`src/rtl/uart_pkg.sv`:
```
// rtl/uart_pkg.sv - shared UART parity mode constants and receiver state type
package uart_pkg;

    localparam int PARITY_NONE = 0;
    localparam int PARITY_ODD  = 1;
    localparam int PARITY_EVEN = 2;

    typedef enum logic [2:0] {
        S_IDLE,
        S_START,
        S_DATA,
        S_PARITY,
        S_STOP,
        S_BREAK_WAIT
    } uart_state_t;

endpackage

```
`src/rtl/uart_sync.sv`:
```
// rtl/uart_sync.sv - two-flop synchronizer with configurable reset value
module uart_sync #(
    parameter logic RESET_VAL = 1'b1
) (
    input  logic clk,
    input  logic reset,
    input  logic i_d,
    output logic o_q
);

    logic [1:0] r_ff;

    // Two-stage capture of the asynchronous input
    always_ff @(posedge clk) begin
        if (reset) begin
            r_ff <= {2{RESET_VAL}};
        end else begin
            r_ff <= {r_ff[0], i_d};
        end
    end

    assign o_q = r_ff[1];

endmodule

```
`src/rtl/uart_rx_cfg.sv`:
```
// rtl/uart_rx_cfg.sv - configurable UART receiver with parity and stop-bit checking
module uart_rx_cfg
    import uart_pkg::*;
#(
    parameter int CLKS_PER_BIT = 16,
    parameter int DATA_BITS    = 8,
    parameter int PARITY       = 0,
    parameter int STOP_BITS    = 1
) (
    input  logic                 clk,
    input  logic                 reset,
    input  logic                 rx,
    output logic [DATA_BITS-1:0] data,
    output logic                 valid,
    output logic                 parity_err,
    output logic                 frame_err,
    output logic                 busy
);

    localparam int             BW        = $clog2(CLKS_PER_BIT);
    localparam logic [BW-1:0]  BAUD_LAST = BW'(CLKS_PER_BIT - 1);
    localparam logic [BW-1:0]  BAUD_MID  = BW'(CLKS_PER_BIT / 2 - 1);
    localparam logic [3:0]     BITS_LAST = 4'(DATA_BITS - 1);
    localparam logic [3:0]     STOP_LAST = 4'(STOP_BITS - 1);
    localparam logic           PAR_ODD   = (PARITY == PARITY_ODD);

    generate
        if (CLKS_PER_BIT < 4 || CLKS_PER_BIT > 65535) begin : g_bad_cpb
            $error("uart_rx_cfg: CLKS_PER_BIT must be 4..65535");
        end
        if (DATA_BITS < 5 || DATA_BITS > 9) begin : g_bad_bits
            $error("uart_rx_cfg: DATA_BITS must be 5..9");
        end
        if (PARITY < 0 || PARITY > 2) begin : g_bad_par
            $error("uart_rx_cfg: PARITY must be 0, 1 or 2");
        end
        if (STOP_BITS < 1 || STOP_BITS > 2) begin : g_bad_stop
            $error("uart_rx_cfg: STOP_BITS must be 1 or 2");
        end
    endgenerate

    uart_state_t            r_state;
    uart_state_t            w_next;
    logic [BW-1:0]          r_baud;
    logic [3:0]             r_bit_cnt;
    logic [DATA_BITS-1:0]   r_shift;
    logic                   r_par_lat;
    logic                   r_frm_lat;
    logic [DATA_BITS-1:0]   r_data;
    logic                   r_valid;
    logic                   r_par_err;
    logic                   r_frm_err;

    logic                   w_rx_s;
    logic                   w_tick;
    logic                   w_baud_clr;
    logic                   w_bit_clr;
    logic                   w_bit_inc;
    logic                   w_shift_en;
    logic                   w_par_smp;
    logic                   w_stop_smp;
    logic                   w_done;

    uart_sync #(.RESET_VAL(1'b1)) u_sync (
        .clk   (clk),
        .reset (reset),
        .i_d   (rx),
        .o_q   (w_rx_s)
    );

    assign w_tick = (r_baud == BAUD_LAST);

    // State register
    always_ff @(posedge clk) begin
        if (reset) begin
            r_state <= S_IDLE;
        end else begin
            r_state <= w_next;
        end
    end

    // Next-state decode and per-state sampling strobes
    always_comb begin
        w_next     = r_state;
        w_baud_clr = 1'b0;
        w_bit_clr  = 1'b0;
        w_bit_inc  = 1'b0;
        w_shift_en = 1'b0;
        w_par_smp  = 1'b0;
        w_stop_smp = 1'b0;
        w_done     = 1'b0;
        case (r_state)
            S_IDLE: begin
                w_baud_clr = 1'b1;
                w_bit_clr  = 1'b1;
                if (!w_rx_s) begin
                    w_next = S_START;
                end
            end
            S_START: begin
                if (r_baud == BAUD_MID) begin
                    w_baud_clr = 1'b1;
                    w_next     = w_rx_s ? S_IDLE : S_DATA;
                end
            end
            S_DATA: begin
                if (w_tick) begin
                    w_shift_en = 1'b1;
                    if (r_bit_cnt == BITS_LAST) begin
                        w_bit_clr = 1'b1;
                        w_next    = (PARITY != PARITY_NONE) ? S_PARITY : S_STOP;
                    end else begin
                        w_bit_inc = 1'b1;
                    end
                end
            end
            S_PARITY: begin
                if (w_tick) begin
                    w_par_smp = 1'b1;
                    w_next    = S_STOP;
                end
            end
            S_STOP: begin
                if (w_tick) begin
                    w_stop_smp = 1'b1;
                    if (r_bit_cnt == STOP_LAST) begin
                        w_done    = 1'b1;
                        w_bit_clr = 1'b1;
                        // A line still low here is a break; wait it out without reframing
                        w_next    = w_rx_s ? S_IDLE : S_BREAK_WAIT;
                    end else begin
                        w_bit_inc = 1'b1;
                    end
                end
            end
            S_BREAK_WAIT: begin
                w_baud_clr = 1'b1;
                if (w_rx_s) begin
                    w_next = S_IDLE;
                end
            end
            default: begin
                w_next = S_IDLE;
            end
        endcase
    end

    // Baud and bit counters
    always_ff @(posedge clk) begin
        if (reset) begin
            r_baud    <= '0;
            r_bit_cnt <= '0;
        end else begin
            if (w_baud_clr || w_tick) begin
                r_baud <= '0;
            end else begin
                r_baud <= r_baud + BW'(1);
            end
            if (w_bit_clr) begin
                r_bit_cnt <= '0;
            end else if (w_bit_inc) begin
                r_bit_cnt <= r_bit_cnt + 4'd1;
            end
        end
    end

    // Shift register, error latches and the output registers loaded at frame end
    always_ff @(posedge clk) begin
        if (reset) begin
            r_shift   <= '0;
            r_par_lat <= 1'b0;
            r_frm_lat <= 1'b0;
            r_data    <= '0;
            r_valid   <= 1'b0;
            r_par_err <= 1'b0;
            r_frm_err <= 1'b0;
        end else begin
            r_valid <= w_done;
            if (r_state == S_IDLE) begin
                r_par_lat <= 1'b0;
                r_frm_lat <= 1'b0;
            end
            if (w_shift_en) begin
                r_shift <= {w_rx_s, r_shift[DATA_BITS-1:1]};
            end
            if (w_par_smp) begin
                r_par_lat <= ((^r_shift) ^ w_rx_s) != PAR_ODD;
            end
            if (w_stop_smp && !w_rx_s) begin
                r_frm_lat <= 1'b1;
            end
            if (w_done) begin
                r_data    <= r_shift;
                r_par_err <= r_par_lat;
                r_frm_err <= r_frm_lat | ~w_rx_s;
            end
        end
    end

    assign data       = r_data;
    assign valid      = r_valid;
    assign parity_err = r_par_err;
    assign frame_err  = r_frm_err;
    assign busy       = (r_state != S_IDLE);

endmodule
```
`config.mk`:
```
export PLATFORM = sky130hd
export DESIGN_NAME = uart_rx_cfg
export DESIGN_NICKNAME = d
export VERILOG_FILES = /design/src/rtl/uart_pkg.sv /design/src/rtl/uart_sync.sv /design/src/rtl/uart_rx_cfg.sv
export SDC_FILE = /design/constraint.sdc
export NUM_CORES = 1
export LEC_CHECK = 0
export CAP_MARGIN = 5
export CORE_MARGIN = 1.5
export CORE_UTILIZATION = 62
export CTS_BUF_LIST = sky130_fd_sc_hd__clkbuf_8
export DETAILED_ROUTE_END_ITERATION = 16
export HOLD_SLACK_MARGIN = 0.1
export MAX_ROUTING_LAYER = met4
export PLACE_DENSITY = 0.95
export SLEW_MARGIN = 20
export SYNTH_ARGS = -nofsm -noshare
export SYNTH_HDL_FRONTEND = slang
export SYNTH_HIERARCHICAL = 1
export SYNTH_SLANG_ARGS = --single-unit
```
`constraint.sdc`:
```
create_clock -name clk -period 4.8 [get_ports clk]
set_clock_uncertainty 0.1 [all_clocks]
set_input_delay 0.96 -clock clk [delete_from_list [all_inputs] [get_ports clk]]
set_output_delay 0.96 -clock clk [all_outputs]
set_load 0.02 [all_outputs]
```
Word-level counts from Yosys, hierarchy flattened
Index checks and enable logic that the tools add are counted.
{ "word_totals": {"register_bits": 34, "in_bits": 3, "output_inout_bits": 12, "wordCells": 76} }
{ "classes": {"addsub": 2, "n_eq_ne": 16, "n_mux": 31, "bitwise": 3, "reduce_logical": 13} }
{ "ops": {"columns": ["operator", "n"], "rows": [
  ["3-bit 2-to-1 mux", 9],
  ["3-bit one-hot mux with 6 select lines", 1],
  ["1-bit 2-to-1 mux", 17],
  ["2-bit inequality test, second input constant", 7],
  ["4-bit by 1-bit adder with 4-bit output, second input constant", 2],
  ["4-bit by 3-bit equality test with 1-bit output, second input constant", 2],
  ["8-bit AND reduction", 1],
  ["8-bit parity", 1],
  ["3-bit by 2-bit equality test with 1-bit output, second input constant", 2],
  ["3-bit equality test, second input constant", 2],
  ["2-bit OR reduction", 3],
  ["4-bit equality test, second input constant", 1],
  ["4-bit zero test", 1],
  ["1-bit one-hot mux with 2 select lines", 2],
  ["2-bit nonzero test", 2],
  ["3-bit by 1-bit equality test with 1-bit output, second input constant", 1],
  ["3-bit zero test", 1],
  ["1-bit one-hot mux with 3 select lines", 1],
  ["3-bit nonzero test", 1],
  ["2-bit 2-to-1 mux", 1],
  ["2-bit by 1-bit inequality test with 1-bit output, second input constant", 1],
  ["1-bit logical AND", 1],
  ["1-bit zero test", 1],
  ["1-bit logical OR", 1],
  ["3 further kinds", 3]
]} }

Logic depth before layout (Yosys ltp)
Gate-level depths: netlist of the first run.
{ "depth": {"depth_word": 5, "mapped_depth": 7, "ltp_nobuf": 7} }

Cells and area by module
Netlist of the first run, hierarchy kept.
{ "by_module_without_submodules": {"columns": ["module", "n_inst", "cells_per_inst", "area_each_um2", "seq_area_each_um2"], "rows": [
  ["uart_rx_cfg", 1, 157, 1442.6, 640.6],
  ["uart_sync", 1, 4, 52.6, 40.0]
]} }

Least setup slack after synthesis of the first run
Ideal clock, no wire load.
{ "synth_path": {"kind": "input port to flip-flop", "start": "in reset", "end": "reg r_bit_cnt[1]", "setup_time_ns": 0.070, "arrival_time_ns": 1.815, "required_time_ns": 4.630, "slack_ns": 2.815, "path_stages": 3, "n_path_buf": 1, "cell_sequence": "clkbuf_1 > or4_1 > a21oi_1"} }
{ "synth_via": {"elab_chain_cells": 1} }
{ "synth_rtl": {"columns": ["element", "line_no", "text"], "rows": [
  ["start, declared", "uart_rx_cfg.sv:11", "input logic reset,"],
  ["2-bit OR reduction (no source line)", null, null],
  ["end signal, assigned", "uart_rx_cfg.sv:162", "r_bit_cnt <= r_bit_cnt + 4'd1;"],
  ["end, declared", "uart_rx_cfg.sv:45", "logic [3:0] r_bit_cnt;"]
]} }
Every way passes these cells.
A chain may end at the register's enable or synchronous reset.

Final worst setup path of the first run
{ "layout_path": {"start": "reg r_state[0]", "end": "out busy"} }
{ "layout_via": {"elab_chain_cells": 1} }
{ "layout_rtl": {"columns": ["element", "line_no", "text"], "rows": [
  ["start, declared", "uart_rx_cfg.sv:42", "uart_state_t r_state;"],
  ["start signal, assigned", "uart_rx_cfg.sv:78", "r_state <= w_next;"],
  ["3-bit nonzero test", "uart_rx_cfg.sv:204", "assign busy = (r_state != S_IDLE);"],
  ["end, declared", "uart_rx_cfg.sv:17", "output logic busy"]
]} }
Every way passes these cells.

==> out/qor.yml, run 1 <==
setup_tns_ps: 0
cts-root-buf: "clkbuf_8"
num-nets-final: 182
end_kind: "output port"
crit_required_ps: 3740
drtIter0Drc: 33
rsz0062_at_grt: "false"
cts_tree: "done"
clkSinkCount: 34
layout-drive-gt1-share_pct: 6.780
post_cts_buffers: 0
core_sq_um: 2255
synth_area_per_cell_sq_um: 9.287
hold_ws_ps: 331.8
tightest_slew_ps: 978.3
antenna_found_initial: 0
fin_crit_sh_pct: 58.53
grt_pass1_wl_um: 5202
final_design_area_no_fill_sq_um: 1739
hold_depth: 1
insertion_delay_ps: 290
dp_hpwl_um: 2122
ys_top_cells_by_area: "dfxtp_1 46%, mux2i_1 11%, nor2_1 7.0%"
hold_end: "u_sync/r_ff[1]"
syn-num-nets: 167
slew_headroom_pct: 34.58
grt_max_degree: 30
wl_per_cell_um: 15.30
grt_overflow: 0
ys_seq_elements: 34
yosysUniqueCellTypes: 36
crit_buf_inv: 2
clock_path_buffers: 2
p_leak_nw: 0.5929
ys_seq_area_share_pct: 45.52
cp.arrival_ps: 1750
routed_wl_um: 3137
cts.clk_slew.worst_paths_ps: 70
cp_top_family: "buffers and inverters"
insertedDiodeCount: 0
area_delta_synth_final_pct: 16.32
grt_pass1_vias: 1202
ys.warnings.count: 6
io_pins: 15
critPathMaxStageDelay_ps: 550
cts_hold_buf: 0
htreeDepth: 2
rows: 17
status: "finished, final reports clean"
track_usage_pct: 27.99
port_buffers: 14
die_x_um: 52.11
synth_top_area_share_pct: 45.52
drc_errors: 0
r2r-start: "r_baud[0]"
finalSetupViolations: 0
startpoint_type: "flop"
vias: 1177
maxCapViolCount: 0
synth.largest_area_cell: "dfxtp_1"
min_from: "u_sync/r_ff[0]"
start_util_pct: 66.32
numCtsBuffers: 5
finalHoldViolCount: 0
ctsResizeCount: 0
die_area_sq_um: 2715
place_area_sq_um: 1644
final_core_util_pct: 77.14
reg2reg_depth: 6
crit_type: "reg -> out"
peakVddDrop_mv: 0.2915
syn-cell-area_sq_um: 1495
fmax_mhz: 355.9
vias_per_cell: 5.741
synthCells: 161
dr.pass1.iters: 4
gp_congestion: 0.7436
n_fill_cell: 152
reg2reg_slack_ps: 2340
r2r-end: "data[5]"
chipHeight_um: 52.11
crit_chain: "nor3_1 > inv_1 > clkdlybuf4s50_1"
slew_viol_final: 0
crit_fanout: 12
critPathSlowestCell: "clkdlybuf4s50_1"
power.density_nw_per_um2: 296.4
worstHoldPathType: "reg -> reg"
min_period_ps: 2809
drtAntennaViolNets: 0
## per-stage QoR
| step | total power, W | worst slack, ps | instances |
|---|---|---|---|
| after global routing | 0.0005312 | 1880 | 205 |
| after CTS | 0.0005179 | 2005 | 205 |
| after global placement | 0.0003023 | 1899 | 197 |
| after detailed placement | 0.0003031 | 1787 | 197 |
| final | 0.0005154 | 1991 | 205 |
| after floorplan | 0.0002993 | 2815 | 161 |
## per-layer routing
layer  share of wire (%)  wire [um]  global-route usage, %  up-vias
met1                  41       1275                  28.15      551
li1                    -          -                      -      579
met4                 1.9         61                  11.40        0
met5                   0          0                      -        -
met3                 4.9        153                  9.770        9
met2                  53       1647                  49.16       38
## placed cells by master, fill, tap and decap left out, types with 2 or more instances in the layout
cell / synthesis / layout
xor2_1: 4 / 4
and3_1: 2 / 2
or2_1: 2 / 2
clkdlybuf4s50_1: 0 / 14
nor3_1: 4 / 4
xnor2_1: 9 / 9
dfxtp_1: 34 / 34
or4_1: 2 / 2
nand2_1: 6 / 6
clkbuf_8: 0 / 6
nor2b_1: 5 / 5
ha_1: 3 / 3
nand3b_1: 2 / 2
nor2_1: 28 / 28
inv_1: 6 / 6
a31oi_1: 2 / 2
nand3_1: 7 / 7
mux2i_1: 17 / 17
a21oi_1: 5 / 5
## cell usage after synthesis
| cell | count |
|---|---|
| a21oi_1 | 5 |
| o21ai_0 | 1 |
| nand2b_1 | 1 |
| or4_1 | 2 |
| nor4b_2 | 1 |
| mux2i_1 | 17 |
| o31ai_1 | 1 |
| a32oi_1 | 1 |
| clkbuf_1 | 3 |
| a31oi_1 | 2 |
| a311oi_1 | 1 |
| nor2_2 | 1 |
| o21ai_1 | 1 |
| nor3_1 | 4 |
| nand3b_1 | 2 |
| inv_1 | 6 |
| ha_1 | 3 |
| nor3b_1 | 1 |
| nor2b_1 | 5 |
| a211o_1 | 1 |
| a211oi_1 | 1 |
| or4b_1 | 1 |
| nor4_1 | 1 |
| dfxtp_1 | 34 |
| buf_2 | 3 |
| or2_1 | 2 |
| xor2_1 | 4 |
| nand3_1 | 7 |
| nor2_1 | 28 |
| a22o_1 | 1 |
| or3b_4 | 1 |
| xnor2_1 | 9 |
| and3_1 | 2 |
| nand2_1 | 6 |
| o21a_1 | 1 |
| buf_4 | 1 |
## worst max path at each step
| stage | startpoint | to | slack (ps) | cells past startpoint |
|---|---|---|---|---|
| after floorplan | reset | r_bit_cnt[1] | 2810 | 3 |
| after global placement | reset | r_bit_cnt[1] | 1900 | 3 |
| after detailed placement | reset | r_bit_cnt[1] | 1790 | 3 |
| after CTS | r_state[0] | busy | 2000 | 3 |
| after global routing | r_state[0] | busy | 1880 | 3 |
| final | r_state[0] | busy | 1990 | 3 |
## area by class of cell
cell class	count	area [sq um]	area share (%)
sequential	34	680.7	39.14
clock buffer	6	82.58	4.748
multi-input combinational	114	758.2	43.60
timing repair buffer	15	147.6	8.489
tap	28	35.03	2.014
clock inverter	2	12.51	0.7194
inverter	6	22.52	1.295
## logic make-up (layout without fill, tap and decap cells)
group | count (synthesis) | after routing | share of synthesized area, %
AOI/OAI and AO/OA | 16 | 16 | 7.029
xor gates and xnor gates | 13 | 13 | 7.615
and+or+nand+nor | 65 | 65 | 22.18
buffers and inverters | 13 | 29 | 3.765
muxes | 17 | 17 | 11.38
adders and majority gates | 3 | 3 | 2.511
DFF | 34 | 34 | 45.52
## where the power goes
part | switching (W) | internal [W]
clock | 0.000103 | 0.000115
combinational | 0.00000715 | 0.00000474
sequential | 0.00000197 | 0.000283
## sequential cells by signal (all words and copies together), names as in the netlist
name / cells
r_bit_cnt: 4
r_par_lat: 1
frame_err: 1
r_baud: 4
parity_err: 1
valid: 1
data: 8
u_sync/r_ff: 2
r_shift: 8
r_frm_lat: 1
r_state: 3
(Power assumes the default switching activity.)
==> inputs of run 2 (changes only) <==
Settings changed: CORE_ASPECT_RATIO from default to 2, CORE_UTILIZATION 62 to 52, PLACE_DENSITY 0.95 to 0.88.
Clock period 4.8 ns to 2.35 ns, I/O delays scaled along.
==> out/qor.yml, run 2 (synthesis results as in run 1) <==
insertedDiodeCount: 0  # unchanged
grt_overflow: 0  # unchanged
placed_cells: 200  # +1.5%
hold_depth: 1  # unchanged
peakVddDrop_mv: 0.5310  # +82%
track_usage_pct: 23.26  # -4.7 points
vias_per_cell: 5.620  # -2.1%
worstSetupPathDepth: 3  # unchanged
r2r-start: "r_bit_cnt[0]"
crit_start: "r_state[1]"
grt_max_degree: 29  # -3.3%
cts_hold_buf: 0  # unchanged
vias: 1169  # -0.68%
cts.clk_slew.worst_paths_ps: 70  # about the same
antenna_found_initial: 0  # unchanged
drc_errors: 0  # unchanged
slew_headroom_pct: 64.17  # +30 points
cts-root-buf: "clkbuf_8"
min_period_ps: 2248
finalSetupViolations: 0  # unchanged
use_met3_pct: 7.263  # -2.5 points
fmax_mhz: 444.9
crit_fanout: 12  # unchanged
start_util_pct: 54.64  # -12 points
die_area_sq_um: 3225  # +19%
dr.pass1.iters: 4  # unchanged
clkSinkCount: 34  # unchanged
use_met1_pct: 21.80  # -6.4 points
mostFrequentLayoutCells: "34 x dfxtp_1, 28 x nor2_1, 17 x mux2i_1"
worstHoldPathType: "reg -> reg"
crit_type: "reg -> out"
area_delta_synth_final_pct: 19.00
slew_viol_final: 0  # unchanged
dp_slack_ps: 249.5  # -1537 ps
core_sq_um: 2736  # +21%
drtAntennaViolNets: 0  # unchanged
tightest_slew_ps: 536.9  # -441.4 ps
startpoint_type: "flop"
numCtsBuffers: 5  # unchanged
ctsResizeCount: 1  # +1
fin_crit_sh_pct: 95.66
die_x_um: 40.92  # -21%
crit_chain: "nor3_2 > inv_1 > clkdlybuf4s50_1"
clock_path_buffers: 2  # unchanged
io_pins: 15  # unchanged
grt_use_met2_pct: 38.13  # -11 points
fin_ws_ps: 102.1  # -1888 ps
p_leak_nw: 0.6073  # +2.4%
reg2reg_depth: 7  # +1
layout_commonest_cell: "dfxtp_1"
insertion_delay_ps: 290  # about the same
critPathMaxStageDelay_ps: 540  # about the same
wl_per_cell_um: 14.47  # -5.4%
chipHeight_um: 78.83  # +51%
routed_wl_um: 3010  # -4.0%
critPathSlowestCell: "clkdlybuf4s50_1"
busiest_layer: "met2"
status: "finished, final reports clean"
end_kind: "output port"
crit_required_ps: 1780  # -1960 ps
gp_congestion: 0.7824  # +5.2%
post_cts_buffers: 0  # unchanged
port_buffers: 14  # unchanged
grt_pass1_wl_um: 5002  # -3.8%
dp_hpwl_um: 2145  # +1.1%
stdcell_count: 208  # +1.5%
grt_pass1_vias: 1197  # -0.42%
drtIter0Drc: 30  # -9.1%
cts_tree: "done"
crit_buf_inv: 2  # unchanged
setup_tns_ps: 0  # unchanged
cp.arrival_ps: 1680  # -70 ps
min_from: "u_sync/r_ff[0]"
rsz0062_at_grt: "false"
rows: 27  # +10
maxCapViolCount: 0  # unchanged
power.density_nw_per_um2: 640.6  # +120%
num-nets-final: 184  # +1.1%
htreeDepth: 2  # unchanged
layout-drive-gt1-share_pct: 8.380  # +1.6 points
finalHoldViolCount: 0  # unchanged
cp_top_family: "buffers and inverters"
[run 2: cell count changes in the layout (fill, tap and decap cells not counted), sizes merged]
cell | before | now
buf | 1 | 3
bufinv | 0 | 1
clkbuf | 6 | 5
clkinv | 1 | 0
clkinvlp | 1 | 2
[run 2: power breakdown]
group          switching (W)   total, W  internal [W]
registers         0.00000240   0.000581      0.000579
clock network       0.000216   0.000531      0.000315
logic              0.0000161  0.0000277     0.0000116
total               0.000235    0.00114      0.000905
[run 2: cell type report]
class                           instances  area [sq um]
Clock inverter                          3         45.04
Inverter                                6         22.52
Multi-Input combinational cell        114         763.2
Clock buffer                            5         68.82
Timing Repair Buffer                   17         162.7
Fill cell                             210         957.2
Tap cell                               29         36.28
Sequential cell                        34         680.7
[run 2: layer usage]
metal / share of wire, % / routed length [um] / vias up
li1: - / - / 579
met1: 39 / 1181 / 548
met2: 54 / 1630 / 33
met3: 3.7 / 110 / 9
met4: 3.0 / 89 / 0
met5: 0 / 0 / -
[run 2: metrics by stage]
step / area (sq um) / utilization (%) / hold slack, ps / total power (W)
finish: 1779 / 65.02 / 305.9 / 0.001140
global route: 1779 / 65.02 / 327.9 / 0.001175
CTS: 1779 / 65.02 / 310.6 / 0.001149
detailed placement: 1660 / 60.68 / 295.1 / 0.0006212
global placement: 1660 / 60.68 / 298.5 / 0.0006203
floorplan: 1495 / - / 283.2 / 0.0006113
[run 2: path summary, 6_finish.rpt]
check	end	slack, ps
min	u_sync/r_ff[1]	310
min reg2reg	u_sync/r_ff[1]	310
max reg2reg	r_state[1]	220
max	busy	100
==> inputs of run 3 (changes only) <==
Settings changed: CELL_PAD_IN_SITES_DETAIL_PLACEMENT from default to 0, CELL_PAD_IN_SITES_GLOBAL_PLACEMENT from default to 1, CORE_UTILIZATION 52 to 40, GPL_ROUTABILITY_DRIVEN from default to 0, HOLD_SLACK_MARGIN 0.1 to 0.15, PLACE_DENSITY 0.88 to 0.87.
==> out/qor.yml, run 3 (synthesis results as in run 1) <==
status: "finished, final reports clean"
setup_tns_ps: 0  # unchanged
dr.pass1.iters: 4  # unchanged
maxCapViolCount: 0  # unchanged
vias_per_cell: 4.930  # -12%
critPathSlowestCell: "clkdlybuf4s50_1"
grt_overflow: 0  # unchanged
crit_type: "reg -> out"
crit_fanout: 12  # unchanged
antenna_found_initial: 0  # unchanged
finalHoldViolCount: 0  # unchanged
peakVddDrop_mv: 0.4873  # -8.2%
power.density_nw_per_um2: 567.7  # -11%
insertedDiodeCount: 0  # unchanged
rows: 31  # +15%
finalSetupViolations: 0  # unchanged
numCtsBuffers: 5  # unchanged
grt_pass1_vias: 1103  # -7.9%
area_delta_synth_final_pct: 18.33
drtAntennaViolNets: 0  # unchanged
crit_required_ps: 1780  # about the same
layout-drive-gt1-share_pct: 7.865  # -0.51 points
reg2reg_depth: 7  # unchanged
clock_path_buffers: 2  # unchanged
rsz0062_at_grt: "false"
cts-root-buf: "clkbuf_8"
chipHeight_um: 89.46  # +13%
dp_hpwl_um: 1929  # -10%
slew_viol_final: 0  # unchanged
insertion_delay_ps: 280  # about the same
mostFrequentLayoutCells: "34 x dfxtp_1, 28 x nor2_1, 17 x mux2i_1"
cts.clk_slew.worst_paths_ps: 70  # about the same
end_kind: "output port"
slew_headroom_pct: 65.77  # +1.6 points
io_pins: 15  # unchanged
track_usage_pct: 16.21  # -7.0 points
p_leak_nw: 0.6007  # -1.1%
clkSinkCount: 34  # unchanged
port_buffers: 14  # unchanged
num-nets-final: 184  # unchanged
place_area_sq_um: 1685  # +1.5%
crit_start: "r_state[1]"
drtIter0Drc: 21  # -30%
post_cts_buffers: 0  # unchanged
min_period_ps: 2174  # -74.00 ps
crit_chain: "nor3_2 > inv_1 > clkdlybuf4s50_1"
routed_wl_um: 2676  # -11%
r2r-start: "r_bit_cnt[0]"
drc_errors: 0  # unchanged
fin_crit_sh_pct: 92.51  # -3.1 points
die_x_um: 46.23  # +13%
fmax_mhz: 460.0  # +3.4%
htreeDepth: 2  # unchanged
grt_pass1_wl_um: 4754  # -5.0%
start_util_pct: 41.45  # -13 points
reg2reg_slack_ps: 300  # +80 ps
critPathMaxStageDelay_ps: 540  # about the same
wl_per_cell_um: 11.79  # -19%
r2r-end: "r_state[1]"
layout_commonest_cell: "dfxtp_1"
core_sq_um: 3607  # +32%
setup.worst_path.end: "busy"
startpoint_type: "flop"
tightest_slew_ps: 512.8  # -24.00 ps
worstHoldPathType: "reg -> reg"
cts_tree: "done"
grt_max_degree: 29  # unchanged
die_area_sq_um: 4136  # +28%
cp.arrival_ps: 1600  # -80 ps
final_design_area_no_fill_sq_um: 1769  # -0.56%
vias: 1119  # -4.3%
-- run 3: cell count changes in the layout (fill, tap and decap cells not counted), sizes merged --
cell | before | now
bufinv | 1 | 0
clkinvlp | 2 | 0
clkinv | 0 | 2
-- run 3: report_power, final --
| group | total (W) | internal, W | switching, W |
|---|---|---|---|
| combinational | 0.0000275 | 0.0000116 | 0.0000159 |
| sequential | 0.000581 | 0.000579 | 0.00000242 |
| clock | 0.000396 | 0.000199 | 0.000197 |
-- run 3: final cells by class --
type | instances | area, sq um
fill | 352 | 1838
multi-input combinational | 114 | 763.2
sequential | 34 | 680.7
timing repair buffer | 17 | 162.7
clock buffer | 5 | 68.82
tap | 49 | 61.31
inverter | 6 | 22.52
clock inverter | 2 | 10.01
-- run 3: how the worst min path moves through the flow --
stage,endpoint,slack (ps),depth (start not counted),startpoint
final,u_sync/r_ff[1],300,1,u_sync/r_ff[0]
after global routing,u_sync/r_ff[1],350,1,u_sync/r_ff[0]
after CTS,u_sync/r_ff[1],310,1,u_sync/r_ff[0]
after detailed placement,u_sync/r_ff[1],300,1,u_sync/r_ff[0]
after global placement,u_sync/r_ff[1],290,1,u_sync/r_ff[0]
after floorplan,u_sync/r_ff[1],280,1,u_sync/r_ff[0]
-- run 3: through the flow --
stage | power, W | instances | util, % | worst slack [ps] | hold WS, ps
final | 0.001004 | 227 | 49.05 | 176.1 | 299.9
after global routing | 0.001044 | 227 | 49.05 | 84.35 | 349.8
after CTS | 0.001018 | 227 | 48.91 | 63.02 | 310.8
after detailed placement | 0.0006213 | 220 | 46.72 | 298.7 | 295.5
after global placement | 0.0006207 | 220 | 46.72 | 345.5 | 292.7
after floorplan | 0.0006113 | 161 | - | 387.3 | 283.2
-- run 3: what timing repair did --
action	4_1_cts	5_1_grt
hold buffers	0	0
gates resized for setup	0	1
setup endpoints to repair	0	1
-- run 3: worst max-delay path, delay by kind of cell (launching register included) --
kind | cells | cell delay [ps]
AND/OR/NAND/NOR | 1 | 300
buffers and inverters | 2 | 620
flip-flops | 1 | 410
-- run 3: per-layer routing --
layer	up-vias	global-route usage (%)	routed length, um
met4	0	7.792	29
met5	-	-	0
li1	579	-	-
met3	2	4.646	69
met1	522	17.48	1140
met2	16	26.26	1435
